[src/rtl/td4_control_unit.sv]
// td4_control_unit -- fetch/decode/execute sequencer for the TD4 4-bit CPU.
// Fetches an instruction over a req/valid ROM handshake, drives the data
// selector code and immediate, strobes the destination register once per
// instruction and owns the program counter and carry flag.
// Optional build macro TD4_STEP_EN: adds a 'step' input; each pass through
// IDLE needs run=1 and step=1, and every instruction returns to IDLE.
module td4_control_unit #(
   parameter int PC_W  = 4,
   parameter int IMM_W = 4
) (
   input  logic               clk,
   input  logic               rst,
   input  logic               run,
`ifdef TD4_STEP_EN
   input  logic               step,
`endif
   output logic               rom_req,
   output logic [PC_W-1:0]    rom_addr,
   input  logic [4+IMM_W-1:0] rom_data,
   input  logic               rom_valid,
   input  logic               alu_carry,
   output logic [1:0]         sel,
   output logic [IMM_W-1:0]   imm,
   output logic               load_a,
   output logic               load_b,
   output logic               load_out,
   output logic [PC_W-1:0]    pc,
   output logic               carry,
   output logic               busy,
   output logic               instr_done
);

   localparam int IW = 4 + IMM_W;

   typedef enum logic [1:0] {IDLE, FETCH, DECODE, EXEC} state_t;

   state_t             state_reg, state_next;
   logic [PC_W-1:0]    pc_reg, pc_next;
   logic               carry_reg, carry_next;
   logic [IW-1:0]      ir_reg, ir_next;
   logic [1:0]         sel_reg, sel_next;
   logic [IMM_W-1:0]   imm_reg, imm_next;

   // decoded fields of the instruction register
   logic [1:0]         dec_sel;
   logic               dec_la, dec_lb, dec_lo;
   logic               dec_jmp, dec_jnc, dec_known;

   // start condition out of IDLE and the state that follows EXEC
   logic               start;
   state_t             exec_next;

`ifdef TD4_STEP_EN
   assign start     = run & step;
   assign exec_next = IDLE;
`else
   assign start     = run;
   assign exec_next = run ? FETCH : IDLE;
`endif

   assign rom_addr = pc_reg;
   assign pc       = pc_reg;
   assign carry    = carry_reg;
   assign sel      = sel_reg;
   assign imm      = imm_reg;
   assign busy     = (state_reg != IDLE);

   // opcode decode: selector code, destination strobe and jump kind
   always_comb begin
      dec_sel   = 2'b11;
      dec_la    = 1'b0;
      dec_lb    = 1'b0;
      dec_lo    = 1'b0;
      dec_jmp   = 1'b0;
      dec_jnc   = 1'b0;
      dec_known = 1'b1;
      case (ir_reg[IW-1 -: 4])
         4'b0000: begin dec_sel = 2'b00; dec_la = 1'b1; end  // ADD A,Im
         4'b0101: begin dec_sel = 2'b01; dec_lb = 1'b1; end  // ADD B,Im
         4'b0011: begin dec_sel = 2'b11; dec_la = 1'b1; end  // MOV A,Im
         4'b0111: begin dec_sel = 2'b11; dec_lb = 1'b1; end  // MOV B,Im
         4'b0001: begin dec_sel = 2'b01; dec_la = 1'b1; end  // MOV A,B
         4'b0100: begin dec_sel = 2'b00; dec_lb = 1'b1; end  // MOV B,A
         4'b0010: begin dec_sel = 2'b10; dec_la = 1'b1; end  // IN A
         4'b0110: begin dec_sel = 2'b10; dec_lb = 1'b1; end  // IN B
         4'b1001: begin dec_sel = 2'b01; dec_lo = 1'b1; end  // OUT B
         4'b1011: begin dec_sel = 2'b11; dec_lo = 1'b1; end  // OUT Im
         4'b1111: dec_jmp = 1'b1;                            // JMP Im
         4'b1110: dec_jnc = 1'b1;                            // JNC Im
         default: dec_known = 1'b0;                          // NOP
      endcase
   end

   // sequencer next-state logic and per-state outputs
   always_comb begin
      state_next = state_reg;
      pc_next    = pc_reg;
      carry_next = carry_reg;
      ir_next    = ir_reg;
      sel_next   = sel_reg;
      imm_next   = imm_reg;
      rom_req    = 1'b0;
      load_a     = 1'b0;
      load_b     = 1'b0;
      load_out   = 1'b0;
      instr_done = 1'b0;
      case (state_reg)
         IDLE: begin
            if (start) state_next = FETCH;
         end
         FETCH: begin
            rom_req = 1'b1;
            if (rom_valid) begin
               ir_next    = rom_data;
               state_next = DECODE;
            end
         end
         DECODE: begin
            sel_next   = dec_sel;
            imm_next   = ir_reg[IMM_W-1:0];
            state_next = EXEC;
         end
         EXEC: begin
            load_a     = dec_la;
            load_b     = dec_lb;
            load_out   = dec_lo;
            instr_done = 1'b1;
            // JNC tests the carry left by the previous instruction
            carry_next = dec_known ? alu_carry : 1'b0;
            if (dec_jmp || (dec_jnc && !carry_reg))
               pc_next = imm_reg[PC_W-1:0];
            else
               pc_next = pc_reg + PC_W'(1);
            state_next = exec_next;
         end
         default: state_next = IDLE;
      endcase
   end

   // state and datapath-control registers with synchronous reset
   always_ff @(posedge clk) begin
      if (rst) begin
         state_reg <= IDLE;
         pc_reg    <= '0;
         carry_reg <= 1'b0;
         ir_reg    <= '0;
         sel_reg   <= 2'b00;
         imm_reg   <= '0;
      end else begin
         state_reg <= state_next;
         pc_reg    <= pc_next;
         carry_reg <= carry_next;
         ir_reg    <= ir_next;
         sel_reg   <= sel_next;
         imm_reg   <= imm_next;
      end
   end

endmodule

[config.mk]
export PLATFORM = sky130hd
export DESIGN_NAME = td4_control_unit
export DESIGN_NICKNAME = d
export VERILOG_FILES = /design/src/rtl/td4_control_unit.sv
export SDC_FILE = /design/constraint.sdc
export NUM_CORES = 1
export LEC_CHECK = 0
export CAP_MARGIN = 5
export CORE_UTILIZATION = 30
export DETAILED_ROUTE_END_ITERATION = 8
export SLEW_MARGIN = 20
export SYNTH_ARGS = -nofsm -noshare
export SYNTH_HDL_FRONTEND = slang
export SYNTH_SLANG_ARGS = --single-unit
[constraint.sdc]
create_clock -name clk -period 1.4 [get_ports clk]
set_clock_uncertainty 0.15 [all_clocks]
set_input_delay 0.14 -clock clk [delete_from_list [all_inputs] [get_ports clk]]
set_output_delay 0.14 -clock clk [all_outputs]
set_load 0.005 [all_outputs]
==> results.ini <==
[status]
outcome = finished with violations
violations = setup timing

[critical_path]
reg2reg_from = state_reg[0]$_SDFFE_PP0P_
crit_required_ps = 1450
start_kind = register
cp_max_fo = 6
crit_chain = buf_6, ha_4, buf_6, buf_6, and3b_1, o22ai_2, a31oi_1
cp-end-kind = register
cp_slowest_cell = dfxtp_2
arrival_ps = 1580
startpoint = state_reg[0]$_SDFFE_PP0P_
critical-path-top-delay-family = flip-flops
critPathBufInv = 3
crit_top_cell = buf_6
crit_type = register to register
rrSetupSlack_ps = -130
slowest_delay_ps = 360

[synthesis]
synth-xor-area-share = 0
post_synth_instance_area_um2 = 1070
synthArstFlopShare = 0
seq_area_frac_synth = 0.392
syn_inst = 126
synth.avg_cell_area_um2 = 8.52
synth_compound_area_frac = 0.175
syn_nets = 145
synth-edff-count = 0
synth_fa_ha_area_frac = 0.0699
synthSimpleGateAreaFrac = 0.230
ys_warn_count = 0
yosys_register_bits = 21
synth_cell_type_count = 32
synth_top_family_by_area = simple AND/OR/NAND/NOR gates
ys.flop_type = dfxtp_1
synthMuxAreaShare = 0.0373

[timing]
min_period_ps = 1530
hold_viol_final = 0
finalMaxSlewViolations = 0
setup_ws_ps = -134
fin_crit_sh = 1.10
slew_headroom = 0.802
holdWs_ps = 230
setup_violations = 20
max_freq_ghz = 0.652
rsz0062_at_grt = true
worst_pin_slew_ps = 296

[grt]
grt_use_met3 = 0.0331
first_global_vias = 1078
grt_usage = 0.170
met2_usage = 0.316
grt.overflow.total = 0
met1_usage = 0.189
grt_pass1_wl_um = 4800
antenna_found_initial = 0
grt_max_degree = 22
top_usage_layer = met2

[placed_design]
place_ws_ps = -200
post-dp-hpwl_um = 1950
gp_congestion = 0.828
numPortBuffers = 33

[die]
die_w_um = 61.8
die_area_um2 = 3820
die_h_um = 61.8
rows = 21
start_util = 0.317
io_pins = 34
core_um2 = 3390

[detailed_routing]
drt-total-wl_um = 3040
drtIter0Drc = 26
vias_per_cell = 4.91
drt-pass1-iter-count = 4
wl_per_cell_um = 13.0
vias = 1143
drc = 0
ant_nets = 0

[finish]
drive_above_1_share = 0.556
final_common_cell = buf_4
area_growth_pct = 79.0
layout_common_cells = buf_4, dlygate4sd2_1, dfxtp_2
n_antenna_cell = 0
fillers = 302
nets = 207
largest_reg_flops = 8

[power]
leakage_nw = 0.809
ir_drop_mv = 0.871
p_per_area_nw_per_um2 = 1400

[clock_network]
cts_tree = built
numCtsBuffers = 3
clkTransAtPathRegs_ps = 130
cts.sinks = 21
cts.htree.levels = 1
cts_buffer_depth = 2
clockRootBuffer = clkbuf_4
clkLatencyLatePin_ps = 300
hold_buffers = 0

[min_path]
hp-start = rom_data[6]
hp-class = input port to register

[flow_run]
drv_cap = 0

[cell families (layout without fill, tap and decap cells)]
logic type      after synthesis  count (layout)
compound gates               27              27
fa+ha+maj                     6               6
buf+inv                      16              77
flops                        21              21
mux                           4               4
simple gates                 52              52
[per-stage QoR]
stage | TNS, ps | instances | power (W) | area [µm²] | utilization
finish | -1160 | 233 | 0.00269 | 1920 | 0.567
global route | -2370 | 233 | 0.00287 | 1920 | 0.567
CTS | -313 | 226 | 0.00234 | 1720 | 0.508
detailed placement | -1760 | 209 | 0.00184 | 1530 | 0.451
global placement | -1420 | 209 | 0.00181 | 1530 | 0.451
floorplan | -15.0 | 126 | 0.00133 | 1090 | -
[power by group]
part / total, W / internal [W] / switching, W
combinational: 0.00156 / 0.000866 / 0.000696
clock: 0.000303 / 0.000107 / 0.000197
sequential: 0.000820 / 0.000725 / 0.0000949
[layer usage]
layer,wire length [µm],share of wire
met2,1690,0.56
met3,108,0.036
met5,0,0
met1,1220,0.40
met4,24,0.0079
[worst reg2reg max path: stages, from the launching register on]
cell and delay [ps]:
dfxtp_2 360, buf_6 110, ha_4 160, buf_6 110, buf_6 120, and3b_1 180
o22ai_2 120, a31oi_1 110
[layout make-up]
cell class / instances / area [µm²] / share of cell area
clock inverters: 1 / 5.00 / 0.00260
inverters: 4 / 25.0 / 0.0130
repair buffers: 69 / 612 / 0.318
well taps: 46 / 57.6 / 0.0299
clock buffers: 3 / 22.5 / 0.0117
multi-input cells: 89 / 752 / 0.391
flip-flops and latches: 21 / 448 / 0.233
[timing repair]
item,4_1_cts,5_1_grt
buffers inserted,13,8
setup endpoints to repair,34,26
gates resized for setup,77,43
pin swaps,6,25
[Yosys cell counts (all sizes together) (2+ instances only)]
library cell / number / area [µm²]
dfxtp: 21 / 420
nand2: 16 / 60.1
nand3: 13 / 65.1
a21oi: 11 / 55.1
nor2: 10 / 37.5
buf: 8 / 63.8
ha: 6 / 75.1
clkbuf: 4 / 25.0
inv: 4 / 15.0
mux2i: 4 / 40.0
nand2b: 4 / 25.0
a211oi: 3 / 22.5
a311oi: 3 / 26.3
a21o: 2 / 16.3
a31oi: 2 / 12.5
nand4: 2 / 12.5
nor3: 2 / 10.0
[final timing paths]
path / depth (start not counted) / end
worst max-delay path: 7 / pc[2]$_SDFFE_PP0N_
worst min-delay path: 3 / ir_reg[6]$_SDFFE_PP0P_
worst max register to register: 7 / pc[2]$_SDFFE_PP0N_
worst min register to register: 2 / ir_reg[0]$_SDFFE_PP0P_
(Power assumes the default switching activity.)
==> patch 1, RTL diff (same settings) <==
Take the reset off `pc_reg`, `ir_reg` and `imm_reg` and load them in a clocked block of their own.
--- a/src/rtl/td4_control_unit.sv
+++ b/src/rtl/td4_control_unit.sv
@@ -141,19 +141,19 @@
    always_ff @(posedge clk) begin
       if (rst) begin
          state_reg <= IDLE;
-         pc_reg    <= '0;
          carry_reg <= 1'b0;
-         ir_reg    <= '0;
          sel_reg   <= 2'b00;
-         imm_reg   <= '0;
       end else begin
          state_reg <= state_next;
-         pc_reg    <= pc_next;
          carry_reg <= carry_next;
-         ir_reg    <= ir_next;
          sel_reg   <= sel_next;
-         imm_reg   <= imm_next;
       end
+   end
+
+   always_ff @(posedge clk) begin
+      pc_reg  <= pc_next;
+      ir_reg  <= ir_next;
+      imm_reg <= imm_next;
    end
 
 endmodule
Check against the original RTL: differs if rst is asserted again (counterexample within 4 cycles, from zero or initial values and one cycle with rst high); with rst held inactive, the same outputs for 10 cycles.
==> patch 1 against the unedited design <==
The run ends with design-rule violations, negative setup slack left; total power shrank 9.7%; synthesized area shrank 12%; sequential cell count is the same; clock power shrank 2%; design area shrank 15%; worst setup slack lost 6.2 ps; routed wire length shrank 33%; non-clock buffer count shrank 12; sequential power grew 14%; critical endpoint is now carry; highest routed layer unchanged.
==> patch 1: results (changes against the unedited design) <==
[placed_design]
placed_area_um2=1385  ; -9.5%
io_buffers=33  ; unchanged
gp_congestion=0.7255  ; -12%
dp_cells=142  ; -32%
hpwl_um=1330  ; -32%

[drt]
wl_met2_um=1007  ; -40%
firstDrtPassIters=6  ; +2
drtIter0Drc=17  ; -35%
wl_met3_um=148  ; +37%
topRoutingLayerUsed=met4
wl_met1_um=855  ; -30%
drt-wirelength-per-cell_um=12.85  ; -1.5%
wirelength_um=2031  ; -33%
num_vias=739  ; -35%
route.detailed.drc=5  ; +5

[logic_synthesis]
synthAdderAreaFrac=0.07979  ; +0.009857
ys_seq_area_frac=0.6170  ; +0.2254
muxShareOfSynthArea=0.04654  ; +0.009247
synth_enable_flop_cells=16  ; +16
synth_compound_area_frac=0.08910  ; -0.08573
synth_ff_type=edfxtp_1
synth_cell_types=24  ; -25%
synth_area_leaders=edfxtp_1 (51%), dfxtp_1 (11%), ha_1 (8.0%)
avgSynthCellArea_um2=13.44  ; +58%
synthXorXnorAreaFrac=0.01862  ; +0.01862
syn-num-nets=89  ; -39%

[clock_tree]
cts_buffer_depth=2  ; unchanged
clk_pin_slew_ps=120

[layout]
drive_gt1_frac=0.5039  ; -0.05221
fin_nets=147  ; -29%

[global_routing]
grt_max_degree=14  ; -36%
grt_usage=0.1327  ; -0.03735
grt_pass1_wl_um=3353  ; -30%
met1_usage=0.1638  ; -0.02560
grt_util_met3=0.03348  ; +0.0003558
grt_use_met2=0.2184  ; -0.09805

[power_and_ir_drop]
p_leak_nw=0.6702  ; -17%
peakVddDrop_v=0.001067  ; +23%

[status]
violations=design-rule violations, negative setup slack
status=finished, violations left

[timing]
layout_setup_ws_ps=-139.8  ; -6.173 ps
worst_pin_slew_ps=282.1  ; -14.09 ps
tns_ps=-778.7  ; +377.4 ps
setup-violations-final=10  ; -50%

[setup_path]
max_stage_delay_ps=510  ; +150 ps
cp_max_fo=5  ; -1
cp_slowest_cell=edfxtp_1
arrival_ps=1630  ; +50 ps

patch 1: cell types whose count changed after synthesis, sizes merged, moves of 2 or more:
cell and delta:
dfxtp -16, nand4 -2, nor3 -2, nor2 -6, nand2 -13, edfxtp +16
a311oi -2, clkbuf -4, nand3 -11, mux2i -3, a21oi -8, mux2 +3
buf -4
patch 1: path summary, 6_finish.rpt:
kind / start / endpoint / depth (start not counted)
max: ir_reg[6] / carry / 5
min: rom_data[1] / ir_reg[1] / 1
min reg2reg: ir_reg[0] / imm[0] / 0
max reg2reg: ir_reg[6] / carry / 5
patch 1: report_power, final:
part | leakage (nW) | switching [mW] | total, mW | internal (mW)
registers | 0.189 | 0.0861 | 0.931 | 0.845
clock network | 0.0139 | 0.188 | 0.296 | 0.109
logic | 0.467 | 0.495 | 1.20 | 0.703
patch 1: timing repair:
item                                    in CTS  in global routing
resized for setup                           75                 16
endpoints found under the setup margin      40                 26
pin swaps                                    8                  5
setup buffers                               12                  2
gates cloned                                 0                  0
patch 1: area by class of cell:
type / count / area [µm²]
fillers: 255 / 1214
flip-flops and latches: 21 / 589.3
repair buffers: 57 / 513.0
multi-input cells: 40 / 439.2
well taps: 31 / 38.79
inverters: 5 / 28.78
clock buffers: 3 / 22.52
clock inverters: 1 / 7.507
patch 1: stage by stage:
stage	worst slack, ps	hold WS, ps
2_1_floorplan	-37.36	59.07
3_5_place_dp	-204.0	256.5
6_report	-139.8	230.2
4_1_cts	-96.26	221.7
5_1_grt	-211.9	212.3
3_3_place_gp	-146.2	251.5
patch 1: kinds of logic (layout without fill, tap and decap cells):
kind of cell,count (synthesis),in the layout
flops,21,21
simple gates,17,17
compound gates,11,11
xor+xnor,2,2
mux,4,4
buf+inv,9,66
fa+ha+maj,6,6
==> patch 2, RTL diff (config.mk and constraints unchanged) <==
Made on the original files. Build with the macro `TD4_STEP_EN` defined.
--- a/src/rtl/td4_control_unit.sv
+++ b/src/rtl/td4_control_unit.sv
@@ -4,6 +4,8 @@
 // instruction and owns the program counter and carry flag.
 // Optional build macro TD4_STEP_EN: adds a 'step' input; each pass through
 // IDLE needs run=1 and step=1, and every instruction returns to IDLE.
+`define TD4_STEP_EN
+
 module td4_control_unit #(
    parameter int PC_W  = 4,
    parameter int IMM_W = 4
Ports: changed (added step); port bits go from 34 to 35. No check against the original RTL was run, so the function may have changed too.
==> patch 2 against the unedited design <==
The flow still finishes with violations (negative setup slack); sequential cell count is the same; sequential share of layout area up 0.24 points; sequential power fell by 2.8%; worst setup slack better by 25 ps; synthesized area is 1.4% lower; design area is 1.3% lower; via count down 2.4%; hold slack worse by 16 ps; total power is 3.6% lower; routed wire length is 0.33% lower; critical path depth decreased by 2; die area down 1.4%; critical endpoint is now load_a; highest routed layer unchanged.
==> patch 2: results (changes against the unedited design) <==
[global_routing]
grt_pass1_wl_um=4443  ; -7.3%
grt_usage=0.1613  ; -0.008780
antenna_found_initial=0  ; unchanged
grt_max_degree=22  ; unchanged
first_global_vias=1040  ; -3.5%

[setup_path]
max_stage_delay_ps=370
cp_max_fo=4  ; -2
arrival_ps=1220  ; -360 ps
cp_slowest_cell=dfxtp_4
rrSetupSlack_ps=-100  ; +30 ps

[clock_tree]
clock_latency_ps=310
cts_buffers=3  ; unchanged
cts_tree=built
ctsHtreeMaxLevel=1  ; unchanged
root_buffer=clkbuf_4
clk_pin_slew_ps=130  ; about the same
cts_buffer_depth=2  ; unchanged

[logic_synthesis]
ys_warn_count=0  ; unchanged
synth_common_cells=dfxtp_1 (21), nand2_1 (16), nand3_1 (13)
ys_seq_area_frac=0.3972  ; +0.005555
syn-num-nets=147  ; +1.4%
avgSynthCellArea_um2=8.335  ; -2.2%
async_flop_share=0  ; unchanged
synth_area_leaders=dfxtp_1 (40%), ha_1 (7.1%), nand3_1 (6.1%)
synth_cell_types=30  ; -6.3%

[layout]
n_fill_cell=355  ; +18%
diodes=0  ; unchanged
largest_register_ffs=8  ; unchanged
drive_gt1_frac=0.4840  ; -0.07211
fin_nets=209  ; +0.97%

[placed_design]
hpwl_um=2002  ; +2.6%
dp_cells=214  ; +2.4%
io_buffers=34  ; +3.0%
pre_cts_ws_ps=-135.6  ; +64.01 ps
gp_congestion=0.8105  ; -2.1%

[drt]
vias_per_cell=4.769  ; -2.8%
firstDrtPassIters=4  ; unchanged
drt-wirelength-per-cell_um=12.95  ; -0.75%
drtIter0Drc=57  ; +120%
wirelength_um=3030  ; -0.33%

[timing]
layout_setup_ws_ps=-109.0  ; +24.69 ps
timing.fmax_mhz=662.7  ; +1.6%
setup-violations-final=11  ; -45%
slew-limit-headroom=0.7315  ; -0.07044
hold_viol_final=0  ; unchanged

[power_and_ir_drop]
p_sw_mw=0.9259  ; -6.3%
peakVddDrop_v=0.001047  ; +20%
p_leak_nw=0.7998  ; -1.1%

[status]
violations=negative setup slack
status=finished, violations left

[worst_hold_path]
min_path_type=in -> reg

-- patch 2: timing repair --
action | 4_1_cts | 5_1_grt
setup endpoints to repair | 32 | 26
buffers inserted | 18 | 0
resized for setup | 71 | 27
pin swaps | 9 | 9
hold buffers | 0 | 0
cloned | 0 | 0
-- patch 2: routing by layer --
layer	vias to the layer above	track usage	wire length, µm
met5	-	0	0
met4	0	0.07619	21
met3	2	0.02521	109
met2	29	0.2733	1567
met1	521	0.2005	1331
li1	564	-	-
-- patch 2: cell families (layout without fill, tap and decap cells) --
| group | Yosys count | in the layout | synth area share |
|---|---|---|---|
| simple gates | 53 | 53 | 0.2352 |
| compound gates | 27 | 27 | 0.1738 |
| flops | 21 | 21 | 0.3972 |
| buf+inv | 16 | 77 | 0.08510 |
| fa+ha+maj | 6 | 6 | 0.07092 |
| mux | 4 | 4 | 0.03783 |
-- patch 2: layout make-up --
class / count / area share
multi-input combinational: 90 / 0.3846
timing repair buffer: 69 / 0.3232
sequential: 21 / 0.2355
tap: 46 / 0.03034
clock buffer: 3 / 0.01187
inverter: 4 / 0.01187
clock inverter: 1 / 0.002639
-- patch 2: through the flow --
step	power (mW)	utilization	cell area (µm²)	TNS, ps	hold slack (ps)
after floorplan	1.397	-	1125	-10.47	62.14
after global routing	2.752	0.5640	1897	-1345	208.5
after CTS	2.396	0.5309	1785	-677.3	208.8
after global placement	1.845	0.4695	1579	-616.6	296.2
final	2.589	0.5640	1897	-619.5	213.5
after detailed placement	1.868	0.4695	1579	-859.7	305.1
-- patch 2: path summary, 6_finish.rpt --
check               to  depth (start not counted)          from
min reg2reg  ir_reg[0]                          2     ir_reg[0]
max             load_a                          5  state_reg[1]
min          ir_reg[7]                          3   rom_data[7]
max reg2reg      pc[3]                          6  state_reg[1]
-- patch 2: power groups by stage --
stage                     clock network, mW  logic (mW)  registers, mW
final                                 0.301        1.49          0.797
after global routing                  0.328        1.61          0.810
after CTS                             0.314        1.29          0.789
after detailed placement                  0        1.04          0.829
after global placement                    0        1.02          0.823
after floorplan                           0       0.568          0.829
-- patch 2: critical path, delay by kind of cell (launching register included) --
| kind | cells | cell delay, ps |
|---|---|---|
| fa+ha+maj | 1 | 160 |
| simple gates | 1 | 100 |
| buf+inv | 3 | 280 |
| flops | 1 | 370 |
